## src/rtl/imem_loader_if.sv

```systemverilog
// Byte-stream and instruction-memory bus seen by the boot loader.
// The master modport is the loader's view; slave is the environment's
// view (byte source + instrMem).
interface imem_loader_if;
    logic        in_valid;
    logic [7:0]  in_data;
    logic        in_ready;
    logic [31:0] imem_addr;
    logic        imem_we;
    logic [31:0] imem_wdata;

    modport master (
        input  in_valid, in_data,
        output in_ready, imem_addr, imem_we, imem_wdata
    );

    modport slave (
        output in_valid, in_data,
        input  in_ready, imem_addr, imem_we, imem_wdata
    );
endinterface

```

## src/rtl/imem_loader.sv

```systemverilog
// Boot-time instruction memory loader: takes a 4-byte LE word count, then
// that many LE words, writes them to consecutive imem word addresses and
// releases the core once the whole image is in memory.
module imem_loader #(
    parameter int IMEM_BITS = 10
) (
    input  logic                 clk,
    input  logic                 reset,
    input  logic                 start,
    input  logic [31:0]          cpu_addr,
    imem_loader_if.master        bus,
    output logic                 cpu_run,
    output logic                 busy,
    output logic                 error,
    output logic [IMEM_BITS:0]   words_loaded
);
    // Capacity held one bit wider than the header so N == 2**IMEM_BITS is
    // comparable without overflow.
    localparam logic [32:0] CAP = 33'(1) << IMEM_BITS;

    typedef enum logic [2:0] {IDLE, HDR, CHECK, DATA, WRITE, DONE, ERR} state_t;

    state_t             state_q;
    logic [1:0]         byte_cnt_q;
    logic [31:0]        n_q;
    logic [31:0]        word_q;
    logic [31:0]        wdata_q;
    logic               in_ready_q;
    logic               we_q;
    logic               cpu_run_q;
    logic               busy_q;
    logic               error_q;
    logic [IMEM_BITS:0] wl_q;

    logic               fire;
    logic [31:0]        n_d;
    logic [31:0]        word_d;
    logic [IMEM_BITS:0] wl_d;
    logic               last_word;

    // Byte handshake and shift-in of the next LE byte (first byte ends in [7:0]).
    always_comb begin
        fire      = bus.in_valid & in_ready_q;
        n_d       = {bus.in_data, n_q[31:8]};
        word_d    = {bus.in_data, word_q[31:8]};
        wl_d      = wl_q + 1'b1;
        last_word = (32'(wl_d) == n_q);
    end

    // Loader FSM; every output is registered and set on the transition.
    always_ff @(posedge clk) begin
        if (reset) begin
            state_q    <= IDLE;
            byte_cnt_q <= '0;
            n_q        <= '0;
            word_q     <= '0;
            wdata_q    <= '0;
            in_ready_q <= 1'b0;
            we_q       <= 1'b0;
            cpu_run_q  <= 1'b0;
            busy_q     <= 1'b0;
            error_q    <= 1'b0;
            wl_q       <= '0;
        end else begin
            case (state_q)
                IDLE, DONE, ERR: begin
                    // A new load is only honoured when not already loading.
                    if (start) begin
                        state_q    <= HDR;
                        byte_cnt_q <= '0;
                        in_ready_q <= 1'b1;
                        cpu_run_q  <= 1'b0;
                        busy_q     <= 1'b1;
                        error_q    <= 1'b0;
                        wl_q       <= '0;
                    end
                end
                HDR: begin
                    if (fire) begin
                        n_q        <= n_d;
                        byte_cnt_q <= byte_cnt_q + 2'd1;
                        if (byte_cnt_q == 2'd3) begin
                            state_q    <= CHECK;
                            in_ready_q <= 1'b0;
                        end
                    end
                end
                CHECK: begin
                    if (n_q == 32'd0) begin
                        state_q   <= DONE;
                        cpu_run_q <= 1'b1;
                        busy_q    <= 1'b0;
                    end else if ({1'b0, n_q} > CAP) begin
                        state_q <= ERR;
                        error_q <= 1'b1;
                        busy_q  <= 1'b0;
                    end else begin
                        state_q    <= DATA;
                        in_ready_q <= 1'b1;
                    end
                end
                DATA: begin
                    if (fire) begin
                        word_q     <= word_d;
                        byte_cnt_q <= byte_cnt_q + 2'd1;
                        if (byte_cnt_q == 2'd3) begin
                            state_q    <= WRITE;
                            in_ready_q <= 1'b0;
                            we_q       <= 1'b1;
                            wdata_q    <= word_d;
                        end
                    end
                end
                WRITE: begin
                    we_q <= 1'b0;
                    wl_q <= wl_d;
                    if (last_word) begin
                        state_q   <= DONE;
                        cpu_run_q <= 1'b1;
                        busy_q    <= 1'b0;
                    end else begin
                        state_q    <= DATA;
                        in_ready_q <= 1'b1;
                    end
                end
                default: state_q <= IDLE;
            endcase
        end
    end

    // The loader owns the imem address only for the single write cycle.
    assign bus.imem_addr  = (state_q == WRITE) ? 32'(wl_q) : cpu_addr;
    assign bus.in_ready   = in_ready_q;
    assign bus.imem_we    = we_q;
    assign bus.imem_wdata = wdata_q;
    assign cpu_run        = cpu_run_q;
    assign busy           = busy_q;
    assign error          = error_q;
    assign words_loaded   = wl_q;
endmodule

```

## src/flat_wrapper.sv

```systemverilog
// flat-port wrapper written by rule: the top's interface ports become plain ports
module imem_loader_flat 
#(
    parameter int IMEM_BITS = 10
)
  (clk, reset, start, cpu_addr, cpu_run, busy, error, words_loaded, bus_in_valid, bus_in_data, bus_in_ready, bus_imem_addr, bus_imem_we, bus_imem_wdata);
  imem_loader_if bus_i ();
  input  logic clk;
  input  logic reset;
  input  logic start;
  input  logic [31:0] cpu_addr;
  output logic cpu_run;
  output logic busy;
  output logic error;
  output logic [IMEM_BITS:0] words_loaded;
  input wire logic [$bits(bus_i.in_valid)-1:0] bus_in_valid;
  input wire logic [$bits(bus_i.in_data)-1:0] bus_in_data;
  output wire logic [$bits(bus_i.in_ready)-1:0] bus_in_ready;
  output wire logic [$bits(bus_i.imem_addr)-1:0] bus_imem_addr;
  output wire logic [$bits(bus_i.imem_we)-1:0] bus_imem_we;
  output wire logic [$bits(bus_i.imem_wdata)-1:0] bus_imem_wdata;
  assign bus_i.in_valid = bus_in_valid;
  assign bus_i.in_data = bus_in_data;
  assign bus_in_ready = bus_i.in_ready;
  assign bus_imem_addr = bus_i.imem_addr;
  assign bus_imem_we = bus_i.imem_we;
  assign bus_imem_wdata = bus_i.imem_wdata;
  imem_loader #(.IMEM_BITS(IMEM_BITS)) u_core (.clk(clk), .reset(reset), .start(start), .cpu_addr(cpu_addr), .bus(bus_i), .cpu_run(cpu_run), .busy(busy), .error(error), .words_loaded(words_loaded));
endmodule
```

## config.mk

```make
export PLATFORM = sky130hd
export DESIGN_NAME = imem_loader_flat
export DESIGN_NICKNAME = d
export VERILOG_FILES = /design/src/rtl/imem_loader_if.sv /design/src/rtl/imem_loader.sv /design/src/flat_wrapper.sv
export SDC_FILE = /design/constraint.sdc
export NUM_CORES = 1
export LEC_CHECK = 0
export BUFFER_PORTS_ARGS = -buffer_cell sky130_fd_sc_hd__buf_2
export CORE_AREA = 2 2 99 101
export DETAILED_ROUTE_END_ITERATION = 6
export DIE_AREA = 0 0 101 103
export PLACE_DENSITY = 0.8
export SYNTH_ARGS = -nofsm -noshare
export SYNTH_HDL_FRONTEND = slang
export SYNTH_SLANG_ARGS = --single-unit
```

## constraint.sdc

```tcl
create_clock -name clk -period 3.3 [get_ports clk]
set_clock_uncertainty 0.15 [all_clocks]
set_input_delay 0.66 -clock clk [delete_from_list [all_inputs] [get_ports clk]]
set_output_delay 0.66 -clock clk [all_outputs]
set_load 0.01 [all_outputs]
```

==> results.sh, run 1 <==
export IMPL_status="complete, no violations"
export IMPL_finalCoreUtilization_pct=60.2
export IMPL_drive_gt1_share_pct=21.3
export IMPL_ys_seq_area_share_pct=45.0
export IMPL_end_kind="output port"
export IMPL_cts_sinks=109
export IMPL_pin_count=124
export IMPL_yosys_warnings=0
export IMPL_p_int_mw=1.87
export IMPL_fillers=891
export IMPL_netlist_instances=658
export IMPL_finalHoldViolCount=0
export IMPL_core_area_sq_um=9460
export IMPL_cap_violations=0
export IMPL_clock_power_share_pct=28.8
export IMPL_syn_area_sq_um=4850
export IMPL_setup_worst_path_start_class="flip-flop"
export IMPL_die_h_microns=103
export IMPL_routed_wl_microns=12200
export IMPL_cts_root_buffer="clkbuf_8"
export IMPL_grt_pass1_wl_microns=19400
export IMPL_grt_overflow=0
export IMPL_syn_nets=704
export IMPL_grt_max_degree=54
export IMPL_ys_async_sr_fraction_pct=0
export IMPL_first_pass_iters=5
export IMPL_holdBufCountCts=0
export IMPL_drt_iter0_drc=248
export IMPL_irDropWorstVdd_v=0.000377
export IMPL_htreeDepth=3
export IMPL_hold_path_class="flip-flop to flip-flop"
export IMPL_drv_slew=0
export IMPL_p_comb_share_pct=20.8
export IMPL_setup_tns_final_ns=0
export IMPL_rsz0062_at_grt="no"
export IMPL_yosysUniqueCellTypes=49
export IMPL_remaining_drc_errors=0
export IMPL_synth_seq_cells=109
export IMPL_cts_tree="yes"
export IMPL_place_gp_congestion=0.859
export IMPL_arrival_ns=2.03
export IMPL_fin_crit_ns=2.84
export IMPL_path_clk_slew_ns=0.11
export IMPL_cts_setup_buffers=0
export IMPL_power_density_nw_per_um2=489
export IMPL_die_x_microns=101
export IMPL_post_route_period_util_pct=86.1
export IMPL_nNetsFinal=803
export IMPL_finalSetupViolations=0
export IMPL_antennaDiodeCount=0
export IMPL_power_static_leakage_nw=2.26
export IMPL_post_dp_hpwl_microns=8480
export IMPL_antenna_found_initial=0
export IMPL_path_max_fanout=46
export IMPL_slew_limit_headroom_pct=33.0
export IMPL_ctsResizeCount=0
export IMPL_syn_to_final_growth_pct=17.4
export IMPL_numCtsBuffers=9
export IMPL_clockBufferDepth=2
export IMPL_drt_vias_per_instance=5.42
export IMPL_synth_edf_count=0
export IMPL_seq_power_share_pct=50.4
export IMPL_syn_area_per_cell_sq_um=7.37
export IMPL_p_sw_share_pct=32.6
export IMPL_clk_latency_ns=0.38
export IMPL_vias=4750
export IMPL_die_area_sq_um=10400
export IMPL_wire_per_inst_microns=14.0
export IMPL_switchingPower_mw=0.907
export IMPL_max_freq_ghz=0.352
export IMPL_cp_required_ns=2.49
export IMPL_ys_flop_type="dfxtp_1"
export IMPL_grt_usage_pct=23.4
export IMPL_postRouteAntennaNets=0
export IMPL_worstMarginPinSlew_ns=1.01
export IMPL_num_rows=36
export IMPL_start_util_pct=51.3
export IMPL_grt_pass1_vias=4073
export IMPL_port_buffers=123
export IMPL_crit_type="flip-flop to output port"
==> cell usage after synthesis (4+ instances only) <==
| cell type | count | area share [%] |
|---|---|---|
| dfxtp_1 | 109 | 45 |
| nand3_1 | 12 | 1.2 |
| a21oi_1 | 104 | 11 |
| xor2_1 | 6 | 1.1 |
| o21ai_0 | 7 | 0.72 |
| nand2_1 | 239 | 18 |
| xnor2_1 | 9 | 1.6 |
| a22oi_1 | 4 | 0.62 |
| nor2_1 | 27 | 2.1 |
| buf_2 | 5 | 0.52 |
| nor4_1 | 7 | 0.90 |
| clkbuf_1 | 37 | 2.9 |
| nand4_1 | 5 | 0.64 |
| nor3_1 | 7 | 0.72 |
| a311oi_1 | 6 | 1.1 |
| and2_1 | 22 | 2.8 |
| o21ai_1 | 5 | 0.52 |
==> area by class of cell <==
class                      instances  area, sq um  share of cell area, %
tap                              114          143                   2.51
inverter                           4         15.0                  0.264
multi-input combinational        500         2460                   43.3
timing repair buffer             133          691                   12.1
clock inverter                     6         61.3                   1.08
sequential                       109         2180                   38.3
clock buffer                      10          138                   2.42
==> per-layer routing <==
metal	vias up	global-route usage (%)	share of wire [%]
li1	2394	-	-
met1	2179	31.2	46
met2	165	39.1	47
met3	12	3.73	6.0
met4	0	7.80	1.5
met5	-	0	0
==> power by group through the flow <==
stage	Clock, mW	Combinational, mW	Sequential, mW
global route	0.871	0.648	1.41
detailed placement	0	0.575	1.43
finish	0.801	0.578	1.40
floorplan	0	0.397	1.41
CTS	0.826	0.576	1.40
global placement	0	0.582	1.43
==> cells by family (layout without fill, tap and decap cells) <==
logic type / Yosys count / after routing / synth area share (%)
flip-flops: 109 / 109 / 45.0
AO/OA/AOI/OAI: 147 / 147 / 17.4
AND/OR/NAND/NOR: 335 / 335 / 29.9
buffers and inverters: 49 / 153 / 4.31
adder cells (fa/ha/maj): 3 / 3 / 0.722
XOR/XNOR: 15 / 15 / 2.71
==> cells in the final DEF, fill, tap and decap left out, drive strengths merged, types with 2 or more instances in the layout <==
| cell type | Yosys | routed |
|---|---|---|
| clkbuf | 37 | 10 |
| nand4 | 5 | 5 |
| nor4 | 9 | 9 |
| or3 | 3 | 3 |
| xor2 | 6 | 6 |
| nand3 | 13 | 13 |
| or4 | 2 | 2 |
| and4 | 2 | 2 |
| a211oi | 4 | 4 |
| ha | 2 | 2 |
| a21oi | 104 | 104 |
| nor2 | 27 | 27 |
| a311oi | 6 | 6 |
| nand2b | 3 | 3 |
| nand2 | 239 | 239 |
| xnor2 | 9 | 9 |
| dfxtp | 109 | 109 |
| inv | 4 | 8 |
| nor3 | 7 | 7 |
| o21ai | 12 | 12 |
| buf | 8 | 133 |
| or2 | 2 | 2 |
| a31oi | 3 | 3 |
| a22oi | 4 | 4 |
| and2 | 22 | 22 |
| a21o | 3 | 3 |
==> per-stage QoR <==
step                setup slack [ns]  total power [mW]  hold WS, ns  cell area [sq um]  cells
floorplan                      0.835              1.81        0.282               4850    658
CTS                            0.451              2.80        0.310               5690    876
global placement               0.787              2.02        0.290               5490    860
detailed placement             0.725              2.01        0.295               5490    860
global route                   0.272              2.93        0.329               5690    876
finish                         0.460              2.78        0.308               5690    876
==> critical path, stage by stage (launching register included) <==
cell	delay [ns]
dfxtp_1	0.55
inv_2	0.15
nor2_1	0.25
nand2_1	0.08
buf_4	0.26
and2_1	0.21
buf_2	0.14
==> worst paths after layout <==
path	start	endpoint	slack [ns]	depth (start not counted)
setup / recovery	u_core.state_q[2]$_SDFFE_PP0P_	bus_imem_addr[19]	0.46	6
hold / removal	u_core.bus.imem_wdata[3]$_SDFFE_PP0P_	u_core.bus.imem_wdata[3]$_SDFFE_PP0P_	0.31	2
setup reg to reg	u_core.words_loaded[0]$_SDFFE_PP0P_	u_core.busy$_SDFFE_PP0P_	0.67	8
hold reg to reg	u_core.bus.imem_wdata[3]$_SDFFE_PP0P_	u_core.bus.imem_wdata[3]$_SDFFE_PP0P_	0.31	2
==> state kept, by name, summed over array words and instances, names as in the netlist, 2 cells and up <==
signal                 flops
u_core.bus.imem_wdata     32
u_core.word_q             24
u_core.n_q                32
u_core.words_loaded       11
u_core.byte_cnt_q          2
u_core.state_q             3
(Power assumes the default switching activity.)
==> run 2, diff against run 1 <==
--- a/config.mk
+++ b/config.mk
@@ -6,10 +6,11 @@
 export NUM_CORES = 1
 export LEC_CHECK = 0
 export BUFFER_PORTS_ARGS = -buffer_cell sky130_fd_sc_hd__buf_2
-export CORE_AREA = 2 2 99 101
+export CORE_AREA = 2 2 115 117
 export DETAILED_ROUTE_END_ITERATION = 6
-export DIE_AREA = 0 0 101 103
-export PLACE_DENSITY = 0.8
+export DIE_AREA = 0 0 117 119
+export PLACE_DENSITY = 0.62
+export REMOVE_ABC_BUFFERS = 1
 export SYNTH_ARGS = -nofsm -noshare
 export SYNTH_HDL_FRONTEND = slang
 export SYNTH_SLANG_ARGS = --single-unit
==> constraint.sdc (replaced) <==
create_clock -name clk -period 2.95 [get_ports clk]
set_clock_uncertainty 0.15 [all_clocks]
set_input_delay 0.59 -clock clk [delete_from_list [all_inputs] [get_ports clk]]
set_output_delay 0.59 -clock clk [all_outputs]
set_load 0.01 [all_outputs]
==> results.sh, run 2 (synthesis gave the netlist of run 1 again) <==
export IMPL_clk_latency_ns=0.35
export IMPL_power_total_mw=3.38
export IMPL_power_density_nw_per_um2=576
export IMPL_die_area_sq_um=13900
export IMPL_path_clk_slew_ns=0.07
export IMPL_slew_limit_headroom_pct=32.2
export IMPL_critPathMaxStageDelay_ns=0.52
export IMPL_drv_slew=0
export IMPL_clockBufferDepth=2
export IMPL_cp_cell_sequence="inv_2, nor2_1, nand2_1, buf_4, and2_1, buf_2"
export IMPL_worstMarginPinSlew_ns=1.02
export IMPL_arrival_ns=1.96
export IMPL_drive_gt1_share_pct=21.3
export IMPL_cts_tree="yes"
export IMPL_fin_crit_ns=2.70
export IMPL_path_max_fanout=37
export IMPL_setup_tns_final_ns=0
export IMPL_drt_iter0_drc=271
export IMPL_wire_per_inst_microns=12.3
export IMPL_holdBufCountCts=0
export IMPL_die_x_microns=117
export IMPL_antenna_found_initial=0
export IMPL_grt_pass1_wl_microns=19200
export IMPL_cts_root_buffer="clkbuf_16"
export IMPL_grt_overflow=0
export IMPL_grt_max_degree=68
export IMPL_routed_wl_microns=11600
export IMPL_hold_path_class="flip-flop to flip-flop"
export IMPL_core_area_sq_um=12900
export IMPL_crit_path_top_delay_cell="dfxtp_1"
export IMPL_rsz0062_at_grt="no"
export IMPL_cap_violations=0
export IMPL_status="complete, no violations"
export IMPL_final_common_cell="nand2_1"
export IMPL_holdWs_ns=0.304
export IMPL_irDropWorstVdd_v=0.000261
export IMPL_post_route_period_util_pct=91.5
export IMPL_cts_setup_buffers=0
export IMPL_drt_vias_per_instance=4.97
export IMPL_place_gp_congestion=0.869
export IMPL_placedCellCount=922
export IMPL_grt_use_met3_pct=4.12
export IMPL_num_rows=42
export IMPL_grt_usage_pct=16.8
export IMPL_cts_sinks=109
export IMPL_end_kind="output port"
export IMPL_first_pass_iters=5
export IMPL_power_static_leakage_nw=2.31
export IMPL_gr_usage_met1_pct=21.8
export IMPL_die_h_microns=119
export IMPL_start_util_pct=37.7
export IMPL_finalCoreUtilization_pct=45.6
export IMPL_pin_count=124
export IMPL_met2_usage_pct=27.5
export IMPL_port_buffers=123
export IMPL_syn_to_final_growth_pct=21.1
export IMPL_remaining_drc_errors=0
export IMPL_nNetsFinal=803
export IMPL_crit_type="flip-flop to output port"
export IMPL_post_dp_hpwl_microns=8060
export IMPL_htreeDepth=3
export IMPL_numCtsBuffers=9
export IMPL_max_freq_ghz=0.371
export IMPL_postRouteAntennaNets=0
export IMPL_ctsResizeCount=0
export IMPL_vias=4660
export IMPL_antennaDiodeCount=0
export IMPL_finalSetupViolations=0
export IMPL_setup_worst_path_start_class="flip-flop"
export IMPL_grt_busiest_layer="met2"
export IMPL_final_cell_mix="239 x nand2_1, 122 x buf_2, 109 x dfxtp_1, 104 x a21oi_1, 26 x nor2_1"
export IMPL_finalHoldViolCount=0
export IMPL_cp_required_ns=2.21
export IMPL_stdcell_count=938
export IMPL_grt_pass1_vias=4225
-- run 2: cell type report --
cell class	count	area, sq um
multi-input combinational	500	2470
clock buffer	10	229
sequential	109	2180
timing repair buffer	133	706
fill	1288	7000
clock inverter	6	53.8
inverter	4	15.0
tap	176	220
-- run 2: per-layer routing --
layer	part of all wire (%)	vias to the layer above
met1	46	2104
met4	1.2	0
li1	-	2387
met5	0	-
met3	6.6	14
met2	46	155
-- run 2: stage by stage --
step           area [sq um]  worst slack [ns]
2_1_floorplan          4660             0.113
3_3_place_gp           5590             0.456
3_5_place_dp           5590             0.350
4_1_cts                5870             0.244
5_1_grt                5870            0.0927
6_report               5870             0.252
-- run 2: critical path, delay by kind of cell, from the launching register on --
kind,cells,cell delay [ns]
buffers and inverters,3,0.51
flip-flops,1,0.52
AND/OR/NAND/NOR,3,0.56
-- run 2: path summary, 6_finish.rpt --
check,cells past startpoint,start,slack [ns],end
worst max-delay path,6,u_core.state_q[2]$_SDFFE_PP0P_,0.25,bus_imem_addr[28]
worst min-delay path,2,u_core.bus.imem_wdata[6]$_SDFFE_PP0P_,0.30,u_core.bus.imem_wdata[6]$_SDFFE_PP0P_
worst max register to register,8,u_core.words_loaded[0]$_SDFFE_PP0P_,0.30,u_core.bus.in_ready$_SDFFE_PP0P_
worst min register to register,2,u_core.bus.imem_wdata[6]$_SDFFE_PP0P_,0.30,u_core.bus.imem_wdata[6]$_SDFFE_PP0P_
-- run 2: where the power goes --
part	switching, mW	total, mW	internal [mW]
sequential	0.0695	1.58	1.51
clock	0.568	1.16	0.592
combinational	0.398	0.639	0.241
==> run 3, diff against run 2 <==
--- a/config.mk
+++ b/config.mk
@@ -5,12 +5,14 @@
 export SDC_FILE = /design/constraint.sdc
 export NUM_CORES = 1
 export LEC_CHECK = 0
-export BUFFER_PORTS_ARGS = -buffer_cell sky130_fd_sc_hd__buf_2
 export CORE_AREA = 2 2 115 117
+export CTS_BUF_LIST = sky130_fd_sc_hd__clkbuf_16
 export DETAILED_ROUTE_END_ITERATION = 6
 export DIE_AREA = 0 0 117 119
-export PLACE_DENSITY = 0.62
+export DONT_BUFFER_PORTS = 1
+export PLACE_DENSITY = 0.54
 export REMOVE_ABC_BUFFERS = 1
+export SLEW_MARGIN = 30
 export SYNTH_ARGS = -nofsm -noshare
 export SYNTH_HDL_FRONTEND = slang
 export SYNTH_SLANG_ARGS = --single-unit
==> results.sh, run 3 (synthesis gave the netlist of run 1 again) <==
export IMPL_clk_latency_ns=0.36
export IMPL_num_rows=42
export IMPL_core_area_sq_um=12900
export IMPL_grt_pass1_wl_microns=19600
export IMPL_layout_setup_ws_ns=0.390
export IMPL_status="complete, no violations"
export IMPL_hold_path_class="input pin to flip-flop"
export IMPL_die_x_microns=117
export IMPL_power_density_nw_per_um2=639
export IMPL_final_common_cell="nand2_1"
export IMPL_grt_max_degree=109
export IMPL_die_h_microns=119
export IMPL_routed_wl_microns=11900
export IMPL_setup_tns_final_ns=0
export IMPL_path_clk_slew_ns=0.08
export IMPL_remaining_drc_errors=0
export IMPL_rsz0062_at_grt="no"
export IMPL_postRouteAntennaNets=0
export IMPL_crit_type="flip-flop to output port"
export IMPL_cap_violations=0
export IMPL_path_max_fanout=40
export IMPL_cts_sinks=109
export IMPL_holdWs_ns=0.167
export IMPL_max_freq_ghz=0.391
export IMPL_power_static_leakage_nw=1.78
export IMPL_post_dp_hpwl_microns=8040
export IMPL_reg2reg_slack_ns=0.50
export IMPL_finalSetupViolations=0
export IMPL_grt_pass1_vias=4047
export IMPL_nNetsFinal=683
export IMPL_drt_vias_per_instance=5.19
export IMPL_drv_slew=0
export IMPL_holdBufCountCts=0
export IMPL_die_area_sq_um=13900
export IMPL_post_route_period_util_pct=86.8
export IMPL_antennaDiodeCount=0
export IMPL_numCtsBuffers=9
export IMPL_syn_to_final_growth_pct=9.52
export IMPL_setup_worst_path_start_class="flip-flop"
export IMPL_clockBufferDepth=2
export IMPL_first_pass_iters=4
export IMPL_arrival_ns=1.82
export IMPL_finalHoldViolCount=0
export IMPL_cp_required_ns=2.21
export IMPL_antenna_found_initial=0
export IMPL_fin_crit_ns=2.56
export IMPL_irDropWorstVdd_v=0.000273
export IMPL_grt_overflow=0
export IMPL_pre_cts_ws_ns=0.523
export IMPL_fillers=1347
export IMPL_place_gp_congestion=0.886
export IMPL_htreeDepth=3
export IMPL_final_cell_mix="239 x nand2_1, 108 x dfxtp_1, 104 x a21oi_1, 26 x nor2_1, 22 x and2_1"
export IMPL_drt_iter0_drc=291
export IMPL_cp_cell_sequence="inv_2, nor2_1, nand2_1, buf_4, and2_1"
export IMPL_slew_limit_headroom_pct=40.7
export IMPL_wire_per_inst_microns=14.5
export IMPL_cts_tree="yes"
export IMPL_vias=4246
export IMPL_worstMarginPinSlew_ns=0.890
export IMPL_drive_gt1_share_pct=7.01
export IMPL_pin_count=124
export IMPL_end_kind="output port"
export IMPL_critPathMaxStageDelay_ns=0.54
export IMPL_port_buffers=0
export IMPL_crit_path_top_delay_cell="dfxtp_1"
export IMPL_grt_usage_pct=17.5
export IMPL_start_util_pct=37.7
export IMPL_cts_root_buffer="clkbuf_16"
-- run 3: changes by cell type in the layout (fill, tap and decap cells not counted), sizes merged --
| cell | before | now |
|---|---|---|
| bufinv | 0 | 1 |
| clkinv | 2 | 4 |
| inv | 8 | 6 |
| clkbuf | 10 | 9 |
| buf | 133 | 13 |
-- run 3: area by class of cell --
cell class	instances	area, sq um	area share [%]
Multi-Input combinational cell	500	2470	46.5
Clock inverter	7	103	1.93
Timing Repair Buffer	13	97.6	1.84
Clock buffer	9	225	4.24
Inverter	4	15.0	0.283
Sequential cell	109	2180	41.1
Tap cell	176	220	4.15
-- run 3: report_power, final --
group | internal [mW] | switching, mW
clock network | 0.689 | 0.605
registers | 1.51 | 0.0964
logic | 0.160 | 0.329
-- run 3: what timing repair did --
item	CTS	global route
endpoints found under the setup margin	0	30
buffers inserted	0	0
resized for setup	0	1
-- run 3: per-stage QoR --
stage	instances	util (%)	area, sq um	power [mW]
global placement	802	38.7	4980	2.13
CTS	818	41.2	5310	3.44
floorplan	613	-	4660	1.98
finish	818	41.3	5310	3.39
detailed placement	802	38.7	4980	2.13
global route	818	41.3	5310	3.57
-- run 3: worst max-delay path, delay by kind of cell (launching register included) --
family	cells	cell delay [ns]
buffers and inverters	2	0.39
flip-flops	1	0.54
AND/OR/NAND/NOR	3	0.54
-- run 3: worst paths after layout --
check	startpoint	endpoint	cells after the start
max	u_core.state_q[2]$_SDFFE_PP0P_	bus_imem_addr[16]	5
max reg2reg	u_core.words_loaded[2]$_SDFFE_PP0P_	u_core.busy$_SDFFE_PP0P_	7
min	reset	u_core.bus.imem_wdata[0]$_SDFFE_PP0P_	1
min reg2reg	u_core.word_q[9]$_SDFFE_PP0P_	u_core.bus.imem_wdata[1]$_SDFFE_PP0P_	2
-- run 3: routing by layer --
metal	vias to the layer above	share of wire [%]	global-route usage [%]
met5	-	0	0
met4	0	1.4	6.25
met3	14	6.0	4.02
met2	126	47	28.5
met1	1949	46	22.5
li1	2157	-	-
